### src/rtl/wb_port_arbiter.sv
// wb_port_arbiter: register-file write port shared by a single-cycle ALU (A, priority) and a 2-deep FIFO of long-latency results (B).
// Define WB_ARB_STARVE_GUARD_EN to force B to win after STARVE_MAX consecutive lost cycles.
module wb_port_arbiter #(
  parameter int STARVE_MAX = 3
) (
  input  logic        clk,
  input  logic        rst,
  input  logic        a_en,
  input  logic [4:0]  a_addr,
  input  logic [31:0] a_data,
  output logic        a_stall,
  input  logic        b_valid,
  output logic        b_ready,
  input  logic [4:0]  b_addr,
  input  logic [31:0] b_data,
  output logic        wr_en,
  output logic [4:0]  wr_addr,
  output logic [31:0] wr_data
);
  if (STARVE_MAX < 1 || STARVE_MAX > 7) begin : g_bad_starve_max
    $error("STARVE_MAX must be in 1..7");
  end
  logic [1:0]  cnt_q, cnt_d, cnt_mid;
  logic [36:0] e0_q, e0_d, e1_q, e1_d, e0_mid;
  logic        wr_en_q, wr_en_d, a_stall_q, a_stall_d;
  logic [4:0]  wr_addr_q, wr_addr_d;
  logic [31:0] wr_data_q, wr_data_d;
  logic        a_win, pop, push;
  assign b_ready = cnt_q < 2'd2;
  assign a_stall = a_stall_q;
  assign wr_en   = wr_en_q;
  assign wr_addr = wr_addr_q;
  assign wr_data = wr_data_q;
  // e0 is always the FIFO head; a push lands in the first slot free after this cycle's pop
  always_comb begin
    a_win     = a_en & ~a_stall_q;
    pop       = ~a_win & (cnt_q != 2'd0);
    push      = b_valid & b_ready;
    cnt_mid   = cnt_q - {1'b0, pop};
    e0_mid    = pop ? e1_q : e0_q;
    e0_d      = (push && cnt_mid == 2'd0) ? {b_addr, b_data} : e0_mid;
    e1_d      = (push && cnt_mid == 2'd1) ? {b_addr, b_data} : e1_q;
    cnt_d     = cnt_mid + {1'b0, push};
    wr_addr_d = a_win ? a_addr : pop ? e0_q[36:32] : wr_addr_q;
    wr_data_d = a_win ? a_data : pop ? e0_q[31:0] : wr_data_q;
    wr_en_d   = (a_win | pop) & (wr_addr_d != 5'd0);
  end
`ifdef WB_ARB_STARVE_GUARD_EN
  logic [2:0] starve_q, starve_d;
  always_comb begin
    starve_d  = (a_win && cnt_q != 2'd0) ? starve_q + 3'd1 : 3'd0;
    a_stall_d = starve_d == 3'(STARVE_MAX);
  end
  always_ff @(posedge clk)
    if (!rst) starve_q <= 3'd0;
    else      starve_q <= starve_d;
`else
  assign a_stall_d = 1'b0;
`endif
  always_ff @(posedge clk) begin
    if (!rst) begin
      cnt_q     <= 2'd0;
      wr_en_q   <= 1'b0;
      wr_addr_q <= 5'd0;
      wr_data_q <= 32'd0;
      a_stall_q <= 1'b0;
    end else begin
      cnt_q     <= cnt_d;
      wr_en_q   <= wr_en_d;
      wr_addr_q <= wr_addr_d;
      wr_data_q <= wr_data_d;
      a_stall_q <= a_stall_d;
    end
  end
  always_ff @(posedge clk) begin
    e0_q <= e0_d;
    e1_q <= e1_d;
  end
endmodule

### config.mk
export PLATFORM = sky130hd
export DESIGN_NAME = wb_port_arbiter
export DESIGN_NICKNAME = d
export VERILOG_FILES = /design/src/rtl/wb_port_arbiter.sv
export SDC_FILE = /design/constraint.sdc
export NUM_CORES = 1
export LEC_CHECK = 0
export BUFFER_PORTS_ARGS = -buffer_cell sky130_fd_sc_hd__buf_4
export CORE_MARGIN = 1
export CORE_UTILIZATION = 50
export DETAILED_ROUTE_END_ITERATION = 7
export PLACE_DENSITY_LB_ADDON = 0.12
export SETUP_SLACK_MARGIN = 0.05
export SLEW_MARGIN = 20
export SYNTH_ARGS = -nofsm -noshare
export SYNTH_HDL_FRONTEND = slang
export SYNTH_SLANG_ARGS = --single-unit
### constraint.sdc
create_clock -name clk -period 7 [get_ports clk]
set_input_delay 1.05 -clock clk [delete_from_list [all_inputs] [get_ports clk]]
set_output_delay 1.05 -clock clk [all_outputs]
set_load 0.01 [all_outputs]
==> impl_results.md, run 1 <==
* Outcome: completed
* Flip-flop cell with the highest count after synthesis: sky130_fd_sc_hd__edfxtp_1
* Total Neg Setup Slack at 0 ns
* Area leader, netlist: sky130_fd_sc_hd__edfxtp_1
* Leading post-synthesis cells by cell area: sky130_fd_sc_hd__edfxtp_1 (47%), sky130_fd_sc_hd__dfxtp_1 (17%), sky130_fd_sc_hd__mux2i_1 (7.1%), sky130_fd_sc_hd__o211a_1 (7.1%), sky130_fd_sc_hd__mux2_1 (4.6%)
* Number of global-route vias before repair at 2932
* Io pins at 118
* Fraction of final layout cells with drive strength greater than 1 at approximately two fifths
* Worst path max stage delay at 0.83 ns
* Yosys cell types at 31
* Placed Area at about 0.0055 mm²
* Fraction of registers with async set/reset at 0%
* Final period utilization at 50.6%
* Setup repair after global routing missed its margin: no
* Internal Power at around 1.9 mW
* Worst min path class: register to register
* Final Slew Violations at 0
* Area of the die at 0.00975 mm²
* IO Port Bufs at 116
* Kind of critical path: input pin to register
* CTS tree: done
* Setup violation total in the final timing report at 0
* Launch point of the worst hold path: wr_data[27]
* Antenna-violating nets left at 0
* P_leak at approximately 2.8 nW
* Worst slew margin relative to its limit at 38.1%
* WL final at 9060 µm
* Largest net degree at the start of global routing at 66
* Post-cts hold buffer count at 0
* Clk sinks at 114
* Average footprint of a synthesized cell at 15.0 µm²
* Overall die height at 98.8 µm
* Arrival time at the worst endpoint at 3.67 ns
* Layout-stage area growth over the synthesis result at 31.0%
* Worst reg2reg endpoint: e0_q[35]
* Rows at 34
* CP max stage cell: sky130_fd_sc_hd__or2_2
* Total gr overflow at 0
* Required time at the endpoint of the critical path at 7.12 ns
* Clock-pin transition on the worst setup and hold timing paths at about 0.05 ns
* Final net count at 507
* Total of max-cap violations at 0
* H-tree lvl count at 4
* Power density cells at 417 mW/mm²
* Hold Path Depth at 1
* Count of buffer and inverter cells on the critical path at 3
* Number of buffers added by the clock tree synthesis step at 17
* Hold WS at 0.497 ns
* Kind of start point of the critical path: input pin
* Fill cell instance count of the final layout at slightly above 600
* GR Util All Layers at 19.8%
* R2R setup slack at 3.87 ns
* Overall power of the completed layout at 2.55 mW
* Proportion of power drawn by the clock network at 32.9%
* PostCTS Resize Cnt at 0
* Yosys warning count at 0
* Cell Chain, Critical Path: buf_4 -> nor2_1 -> ha_1 -> inv_1 -> nor3b_4 -> buf_4 -> or2_2
* Post-synthesis register bit count at 114
* Via count at 2880
* Routed via count divided by cell count at 5.26
* DRC marker count from the first detailed-route iteration at 145
* Weighted congestion reported at the end of routability-driven placement at 0.717
* CP delay by family, top: simple AND/OR/NAND/NOR gates
* Worst Reg2Reg Path Length in Cells at 7
* Min Clock Period, post-route at 3.54 ns
* Root buffer selected by CTS: sky130_fd_sc_hd__clkbuf_8
* Reg-to-Reg Start: cnt_q[1]
* Endpoint type of the worst setup path: register
* Maximum clock frequency at roughly 0.28 GHz
* Clock latency at the later pin of the worst-skew pair at roughly 0.51 ns
* Post-CTS Setup Bufs at 0
* Detailed-router iteration count before antenna repair at 5
* Sequential power share at 43.5%
* Sequential share of the synthesized area at 64.6%
* Diode count at 0
* Yosys top cell area share at around 47%
* Average detailed-routed wire length per instance at 16.5 µm
* Power spent charging and discharging nets at between 600 and 700 µW
* End point of the most critical hold path: wr_data[27]
* Cell Area, Synth at 0.00468 mm²
* Cell mode on critical path: sky130_fd_sc_hd__buf_4
* Count of unresolved DRC violations after routing at 0
* Layout Cell Area excl Fill at between 0.006 and 0.007 mm²
* Initial antenna violation count at 0
* Final number of hold-violating endpoints at 0
* Least-Margin Pin Slew at a little over 0.9 ns
* Worst clock skew at 0.0117 ns
* Worst-case clock buffer depth at 2
* Post-synthesis cell count at 312
* Overall die width at 98.8 µm
* Area of the placeable core at 0.00889 mm²
* Worst voltage drop across the vdd grid at 207 µV
* Maximum fanout along the worst path at 47
* Combinational group share of total power at between 20% and 30%
* Placed wire-length estimate after detailed placement at 5770 µm
* Starting Density at a little over half
* Wire length of the first global-routing pass at about 15000 µm
* Switching share of total power at 26.9%
* Number of synthesized flops with an enable pin at 74
* Syn nets at 392
-- worst max-delay path by stage --
stage                     start       end  slack, ns  cells after the start
final                      a_en  e0_q[35]       3.46                      7
after global routing       a_en  e0_q[35]       3.27                      7
after CTS                  a_en  e0_q[19]       3.41                      7
after detailed placement   a_en  e0_q[20]       2.90                      7
after global placement     a_en  e0_q[18]       2.99                      7
after floorplan            a_en   e1_q[0]       1.88                      6
-- metrics by stage --
| step | cells | setup WS (ns) | utilization, % |
|---|---|---|---|
| after global routing | 548 | 3.27 | 69.0 |
| after detailed placement | 516 | 2.90 | 62.3 |
| after floorplan | 312 | 1.88 | - |
| after CTS | 548 | 3.41 | 68.9 |
| after global placement | 516 | 2.99 | 62.3 |
| final | 548 | 3.46 | 69.0 |
-- synth_stat cells, types with 4 or more instances --
| cell type | number |
|---|---|
| sky130_fd_sc_hd__buf_4 | 4 |
| sky130_fd_sc_hd__inv_1 | 6 |
| sky130_fd_sc_hd__nor2b_1 | 4 |
| sky130_fd_sc_hd__clkbuf_1 | 5 |
| sky130_fd_sc_hd__dfxtp_1 | 40 |
| sky130_fd_sc_hd__nand2_1 | 36 |
| sky130_fd_sc_hd__o211a_1 | 33 |
| sky130_fd_sc_hd__mux2_2 | 18 |
| sky130_fd_sc_hd__edfxtp_1 | 74 |
| sky130_fd_sc_hd__mux2_1 | 19 |
| sky130_fd_sc_hd__buf_6 | 10 |
| sky130_fd_sc_hd__mux2i_1 | 33 |
-- registers in the layout (all words and copies together) (netlist names) --
| register | flops |
|---|---|
| cnt_q | 2 |
| e0_q | 37 |
| e1_q | 37 |
| wr_addr | 5 |
| wr_data | 32 |
| wr_en | 1 |
-- kinds of logic after synthesis --
group	synth area share, %
compound gates	8.13
xor+xnor	0.374
fa+ha+maj	0.535
buf+inv	4.25
flops	64.6
mux	16.0
other cells	0.0801
simple gates	6.09
-- final cells by class --
type	count	area [µm²]	area share (%)
Clock buffer	23	489	7.98
Clock inverter	9	103	1.67
Inverter	6	22.5	0.367
Multi-Input combinational cell	170	1480	24.1
Sequential cell	114	3020	49.3
Tap cell	108	135	2.20
Timing Repair Buffer	118	886	14.4
-- power by group through the flow --
| stage | logic, mW | clock network [mW] | registers [mW] |
|---|---|---|---|
| finish | 0.601 | 0.842 | 1.11 |
| CTS | 0.613 | 0.854 | 1.12 |
| floorplan | 0.395 | 0 | 1.12 |
| detailed placement | 0.610 | 0 | 1.13 |
| global route | 0.659 | 0.883 | 1.14 |
| global placement | 0.592 | 0 | 1.12 |
-- per-layer routing --
| metal | up-vias | global-route usage [%] | wire [µm] |
|---|---|---|---|
| li1 | 1397 | - | - |
| met1 | 1389 | 25.3 | 4040 |
| met2 | 85 | 31.7 | 4490 |
| met3 | 9 | 5.18 | 417 |
| met4 | 0 | 8.84 | 111 |
| met5 | - | 0 | 0 |
-- layout by cell type, fill, tap and decap left out, drive strengths merged --
cell / instances
clkinvlp: 3
mux2: 37
nand2b: 1
ha: 2
edfxtp: 74
nand2: 36
or2: 1
o211a: 33
and2: 3
dfxtp: 40
clkinv: 4
nor3b: 3
o311a: 3
o31ai: 1
xnor2: 2
or3: 1
conb: 1
nor2: 2
clkbuf: 23
nand4: 1
mux2i: 33
inv: 6
nor2b: 5
o21ai: 1
buf: 118
or4b: 3
o21a: 1
bufinv: 2
-- worst register-to-register path: cells and delay by family, from the launching register on --
kind | cells | cell delay, ns
adder cells (fa/ha/maj) | 1 | 0.35
flip-flops | 1 | 0.43
AND/OR/NAND/NOR | 4 | 1.40
buffers and inverters | 2 | 0.56
No activity file was read; power rests on OpenSTA's default activity.
==> run 2, diff against run 1 <==
==> constraint.sdc (replaced) <==
create_clock -name clk -period 3.41 [get_ports clk]
set_input_delay 0.5115 -clock clk [delete_from_list [all_inputs] [get_ports clk]]
set_output_delay 0.5115 -clock clk [all_outputs]
set_load 0.01 [all_outputs]
==> run 2 against run 1 <==
Die area unchanged; sequential share of layout area fell by 0.76 points; utilization up 1.1 points; highest routed layer unchanged.
==> impl_results.md, run 2 (same netlist as run 1, synthesis figures left out) <==
* Final period utilization at ~72%
* Final Slew Violations at 0 (unchanged)
* Arrival time at the worst endpoint at 2.71 ns (was 3.67 ns)
* Wire length of the first global-routing pass at 15200 µm (was 14600 µm)
* Power density cells at 881 mW/mm² (was 417 mW/mm²)
* Count of unresolved DRC violations after routing at 0 (unchanged)
* Total Neg Setup Slack at 0 ns (unchanged)
* Leading cell types in the layout, fill and taps excluded: sky130_fd_sc_hd__buf_4 (122), sky130_fd_sc_hd__edfxtp_1 (74), sky130_fd_sc_hd__dfxtp_1 (40) (was sky130_fd_sc_hd__buf_4 (118), sky130_fd_sc_hd__edfxtp_1 (74), sky130_fd_sc_hd__dfxtp_1 (40))
* Area of the placeable core at 0.00889 mm² (unchanged)
* R2R setup slack at 0.94 ns (was 3.87 ns)
* Combinational group share of total power at 23.8% (was 23.5%)
* Hold Path Depth at 1 (unchanged)
* Clk sinks at 114 (unchanged)
* Post-cts hold buffer count at 0 (unchanged)
* Layout-stage area growth over the synthesis result at 33.1% (was 31.0%)
* Via count at 2977 (was 2880)
* Clock-pin transition on the worst setup and hold timing paths at 0.06 ns (was 0.05 ns)
* Internal Power at 4.05 mW (was 1.87 mW)
* Placed wire-length estimate after detailed placement at 6090 µm (was 5770 µm)
* Required time at the endpoint of the critical path at 3.65 ns (was 7.12 ns)
* Kind of start point of the critical path: register (was input pin)
* Worst voltage drop across the vdd grid at 477 µV (was 207 µV)
* Endpoint type of the worst setup path: register (unchanged)
* WL final at 9590 µm (was 9060 µm)
* End point of the most critical hold path: e1_q[11] (was wr_data[27])
* Number of global-route vias before repair at 3021 (was 2932)
* DRC marker count from the first detailed-route iteration at 142 (was 145)
* Fraction of final layout cells with drive strength greater than 1 at 39.1% (was 38.9%)
* Launch point of the worst hold path: b_data[11] (was wr_data[27])
* Setup violation total in the final timing report at 0 (unchanged)
* CTS tree: done (unchanged)
* Rows at 34 (unchanged)
* Reg-to-Reg Start: cnt_q[1] (unchanged)
* Final net count at 512 (was 507)
* Weighted congestion reported at the end of routability-driven placement at 0.760 (was 0.717)
* Switching share of total power at 26.2% (was 26.9%)
* Diode count at 0 (unchanged)
* Outcome: completed (unchanged)
* Maximum fanout along the worst path at 21 (was 47)
* Kind of critical path: register to register (was input pin to register)
* Min Clock Period, post-route at 2.47 ns
* Most common cell after layout, fill and taps aside: sky130_fd_sc_hd__buf_4 (unchanged)
* Maximum clock frequency at 0.405 GHz
* Worst-case clock buffer depth at 2 (unchanged)
* Root buffer selected by CTS: sky130_fd_sc_hd__clkbuf_8 (unchanged)
* Io pins at 118 (unchanged)
* P_leak at 2.84 nW (was 2.78 nW)
* Total of max-cap violations at 0 (unchanged)
* Worst min path class: input pin to register (was register to register)
* GR met2 Demand/Resource at 33.9% (was 31.7%)
* Overall die width at 98.8 µm (unchanged)
* Utilization after layout at 70.1% (was 69.0%)
* IO Port Bufs at 116 (unchanged)
* Overall die height at 98.8 µm (unchanged)
* Worst slew margin relative to its limit at 53.9% (was 38.1%)
* Number of buffers added by the clock tree synthesis step at 17 (unchanged)
* Detailed-router iteration count before antenna repair at 5 (unchanged)
* GR Util All Layers at 20.9% (was 19.8%)
* Average detailed-routed wire length per instance at 17.3 µm (was 16.5 µm)
* Clock latency at the later pin of the worst-skew pair at 0.50 ns (was 0.51 ns)
* Fill cell instance count of the final layout at 629 (was 612)
* H-tree lvl count at 4 (unchanged)
* Worst Reg2Reg Path Length in Cells at 7 (unchanged)
* Final number of hold-violating endpoints at 0 (unchanged)
* Met1 Use GR at 25.8% (was 25.3%)
* Worst clock skew at 0.00450 ns (was 0.0117 ns)
* Setup repair after global routing missed its margin: no (unchanged)
* Proportion of power drawn by the clock network at 34.7% (was 32.9%)
* Least-Margin Pin Slew at 0.692 ns (was 0.928 ns)
* Sequential power share at 41.4% (was 43.5%)
* Met3 Usage GRT at 6.95% (was 5.18%)
* Global-route layer with the greatest usage: met2 (unchanged)
* Antenna-violating nets left at 0 (unchanged)
* Power spent charging and discharging nets at 1.44 mW (was 688 µW)
* Worst reg2reg endpoint: e0_q[21] (was e0_q[35])
* Routed via count divided by cell count at 5.38 (was 5.26)
* Area of the die at 0.00975 mm² (unchanged)
* Initial antenna violation count at 0 (unchanged)
* Largest net degree at the start of global routing at 46 (was 66)
* Post-CTS Setup Bufs at 0 (unchanged)
* PostCTS Resize Cnt at 0 (unchanged)
* Starting Density at 52.6% (unchanged)
* Total gr overflow at 0 (unchanged)
==> run 2: per-stage QoR <==
step                      instances  hold WS [ns]  setup WS, ns  area [µm²]  total power [mW]
after floorplan                 312         0.501         0.137        4690              3.12
after CTS                       553         0.168         0.959        6230              5.54
after detailed placement        521         0.487         0.992        5590              3.61
after global routing            553         0.158         0.816        6230              5.75
after global placement          521         0.480          1.09        5590              3.55
final                           553         0.191         0.941        6230              5.49
==> run 2: power groups by stage <==
stage | sequential (mW) | combinational, mW | clock [mW]
floorplan | 2.30 | 0.814 | 0
global placement | 2.28 | 1.27 | 0
detailed placement | 2.30 | 1.31 | 0
CTS | 2.28 | 1.33 | 1.93
global route | 2.33 | 1.43 | 2.00
finish | 2.27 | 1.31 | 1.91
==> run 2: worst max path at each step <==
stage	startpoint	depth (start not counted)	slack, ns	end
2_1_floorplan	a_en	6	0.14	e1_q[0]
3_3_place_gp	cnt_q[1]	7	1.09	e0_q[7]
3_5_place_dp	cnt_q[1]	7	0.99	e0_q[19]
4_1_cts	cnt_q[1]	7	0.96	e0_q[13]
5_1_grt	cnt_q[1]	7	0.82	e0_q[23]
6_report	cnt_q[1]	7	0.94	e0_q[21]
==> run 2: layer usage <==
layer | up-vias | share of wire, %
met4 | 0 | 1.7
met3 | 14 | 5.7
met2 | 100 | 49
met5 | - | 0
li1 | 1411 | -
met1 | 1452 | 44
==> run 2: final cells by class <==
| cell class | instances | area (µm²) | area share [%] |
|---|---|---|---|
| sequential | 114 | 3020 | 48.5 |
| tap | 108 | 135 | 2.17 |
| multi-input combinational | 170 | 1480 | 23.7 |
| clock inverter | 13 | 214 | 3.43 |
| inverter | 6 | 22.5 | 0.362 |
| timing repair buffer | 123 | 936 | 15.0 |
| clock buffer | 19 | 422 | 6.77 |
==> run 2: worst max-delay path: stages (launching register included) <==
cell and delay, ns:
sky130_fd_sc_hd__dfxtp_1 0.43, sky130_fd_sc_hd__nor2_2 0.28, sky130_fd_sc_hd__nor2_1 0.11, sky130_fd_sc_hd__ha_1 0.35
sky130_fd_sc_hd__inv_1 0.10, sky130_fd_sc_hd__nor3b_4 0.22, sky130_fd_sc_hd__buf_4 0.33, sky130_fd_sc_hd__mux2_1 0.38
==> run 3, diff against run 2 <==
==> constraint.sdc (replaced) <==
create_clock -name clk -period 2.6 [get_ports clk]
set_input_delay 0.39 -clock clk [delete_from_list [all_inputs] [get_ports clk]]
set_output_delay 0.39 -clock clk [all_outputs]
set_load 0.01 [all_outputs]
==> run 3 against run 2 <==
Power is 28% higher; worst setup slack lost 0.67 ns; fmax up 6.2%; largest cell class unchanged; register-to-register slack lost 0.67 ns; sequential share of layout area is 0.18 points higher; count of clock-buffer cells in the layout grew 1; via count fell by 2.3%.
==> impl_results.md, run 3 (same netlist as run 1, synthesis figures left out) <==
* Final number of hold-violating endpoints at 0 (unchanged)
* Initial antenna violation count at 0 (unchanged)
* WL final at 9340 µm (was 9590 µm)
* Worst-case clock buffer depth at 2 (unchanged)
* Min Clock Period, post-route at 2.32 ns (was 2.47 ns)
* Maximum clock frequency at 0.430 GHz (was 0.405 GHz)
* PostCTS Resize Cnt at 0 (unchanged)
* Total of max-cap violations at 0 (unchanged)
* Clock-pin transition on the worst setup and hold timing paths at 0.06 ns (about the same)
* Final period utilization at 89.4% (was 72.4%)
* Detailed-router iteration count before antenna repair at 4 (was 5)
* Total Neg Setup Slack at 0 ns (unchanged)
* Rows at 34 (unchanged)
* Worst path max stage delay at 0.37 ns (was 0.43 ns)
* Count of unresolved DRC violations after routing at 0 (unchanged)
* Overall power of the completed layout at 7.01 mW (was 5.49 mW)
* Kind of start point of the critical path: register (unchanged)
* H-tree lvl count at 4 (unchanged)
* Leading cell types in the layout, fill and taps excluded: sky130_fd_sc_hd__buf_4 (123), sky130_fd_sc_hd__edfxtp_1 (74), sky130_fd_sc_hd__dfxtp_1 (40) (was sky130_fd_sc_hd__buf_4 (122), sky130_fd_sc_hd__edfxtp_1 (74), sky130_fd_sc_hd__dfxtp_1 (40))
* Wire length of the first global-routing pass at 14800 µm (was 15200 µm)
* Overall die height at 98.8 µm (unchanged)
* Io pins at 118 (unchanged)
* Worst voltage drop across the vdd grid at 601 µV (was 477 µV)
* Launch point of the worst hold path: b_addr[1] (was b_data[11])
* Fill cell instance count of the final layout at 653 (was 629)
* GR Util All Layers at 20.3% (was 20.9%)
* CTS tree: done (unchanged)
* Starting Density at 52.6% (unchanged)
* P_leak at 2.82 nW (was 2.84 nW)
* Via count at 2909 (was 2977)
* Diode count at 0 (unchanged)
* Largest net degree at the start of global routing at 46 (unchanged)
* Layout-stage area growth over the synthesis result at 32.6% (was 33.1%)
* Outcome: completed (unchanged)
* Placed wire-length estimate after detailed placement at 5890 µm (was 6090 µm)
* Total gr overflow at 0 (unchanged)
* Number of global-route vias before repair at 2914 (was 3021)
* Weighted congestion reported at the end of routability-driven placement at 0.722 (was 0.760)
* Final net count at 513 (was 512)
* Root buffer selected by CTS: sky130_fd_sc_hd__clkbuf_8 (unchanged)
* CP max stage cell: sky130_fd_sc_hd__dfxtp_1 (unchanged)
* Area of the die at 0.00975 mm² (unchanged)
* Routed via count divided by cell count at 5.25 (was 5.38)
* Worst slew margin relative to its limit at 54.3% (was 53.9%)
* Overall die width at 98.8 µm (unchanged)
* Endpoint type of the worst setup path: register (unchanged)
* Worst clock skew at 0.0158 ns (was 0.00450 ns)
* DRC marker count from the first detailed-route iteration at 112 (was 142)
* Post-CTS Setup Bufs at 0 (unchanged)
* Kind of critical path: register to register (unchanged)
* Antenna-violating nets left at 0 (unchanged)
* Final instance count without filler cells at 554 (was 553)
* Clk sinks at 114 (unchanged)
* Hold WS at 0.0658 ns (was 0.191 ns)
* Area of the placeable core at 0.00889 mm² (unchanged)
* Most common cell after layout, fill and taps aside: sky130_fd_sc_hd__buf_4 (unchanged)
* Post-cts hold buffer count at 0 (unchanged)
* Worst min path class: input pin to register (unchanged)
* Maximum fanout along the worst path at 23 (was 21)
* Fraction of final layout cells with drive strength greater than 1 at 40.1% (was 39.1%)
* # placed instances at 522 (was 521)
* Required time at the endpoint of the critical path at 2.85 ns (was 3.65 ns)
* Cell Chain, Critical Path: nor2_2 -> nor2_4 -> ha_4 -> inv_1 -> nor3b_4 -> buf_4 -> mux2_2 (was nor2_2 -> nor2_1 -> ha_1 -> inv_1 -> nor3b_4 -> buf_4 -> mux2_1)
* Final Slew Violations at 0 (unchanged)
* Utilization after layout at 69.8% (was 70.1%)
* Worst setup startpoint: cnt_q[0] (was cnt_q[1])
* Number of buffers added by the clock tree synthesis step at 17 (unchanged)
* Clock latency at the later pin of the worst-skew pair at 0.51 ns (was 0.50 ns)
* IO Port Bufs at 116 (unchanged)
* Least-Margin Pin Slew at 0.685 ns (was 0.692 ns)
* Arrival time at the worst endpoint at 2.58 ns (was 2.71 ns)
* Setup repair after global routing missed its margin: no (unchanged)
* Power density cells at 1130 mW/mm² (was 881 mW/mm²)
* Average detailed-routed wire length per instance at 16.9 µm (was 17.3 µm)
* Reg-to-Reg Start: cnt_q[0] (was cnt_q[1])
* Setup violation total in the final timing report at 0 (unchanged)
run 3: final cells by class:
| cell class | instances | area, µm² | area share [%] |
|---|---|---|---|
| clock buffers | 20 | 445 | 7.18 |
| clock inverters | 12 | 138 | 2.22 |
| multi-input cells | 170 | 1500 | 24.2 |
| inverters | 6 | 22.5 | 0.363 |
| repair buffers | 124 | 943 | 15.2 |
| well taps | 108 | 135 | 2.18 |
| flip-flops and latches | 114 | 3020 | 48.7 |
run 3: final timing paths:
path / slack (ns) / cells after the start / endpoint
min reg2reg: 0.50 / 1 / wr_data[14]
max: 0.28 / 7 / e0_q[1]
max reg2reg: 0.28 / 7 / e0_q[1]
min: 0.07 / 1 / e1_q[33]
run 3: where the power goes:
group          leakage (nW)  switching (mW)  internal [mW]
combinational          1.51           0.887          0.866
clock                 0.285           0.782           1.49
sequential             1.03           0.235           2.74
run 3: metal layers:
layer	global-route usage, %	vias to the layer above	part of all wire [%]
li1	-	1411	-
met2	32.4	78	49
met3	6.95	11	5.6
met5	0	-	0
met4	8.61	0	1.1
met1	25.3	1409	45
run 3: worst max-delay path, delay by kind of cell, from the launching register on:
| family | cells | cell delay, ns |
|---|---|---|
| simple gates | 3 | 0.59 |
| buf+inv | 2 | 0.43 |
| flops | 1 | 0.37 |
| mux | 1 | 0.37 |
| fa+ha+maj | 1 | 0.29 |
run 3: metrics by stage:
| stage | worst slack, ns | area (µm²) |
|---|---|---|
| after global placement | 0.373 | 5620 |
| after CTS | 0.267 | 6210 |
| after detailed placement | 0.287 | 5620 |
| final | 0.275 | 6210 |
| after floorplan | 0.0627 | 4730 |
| after global routing | 0.153 | 6210 |
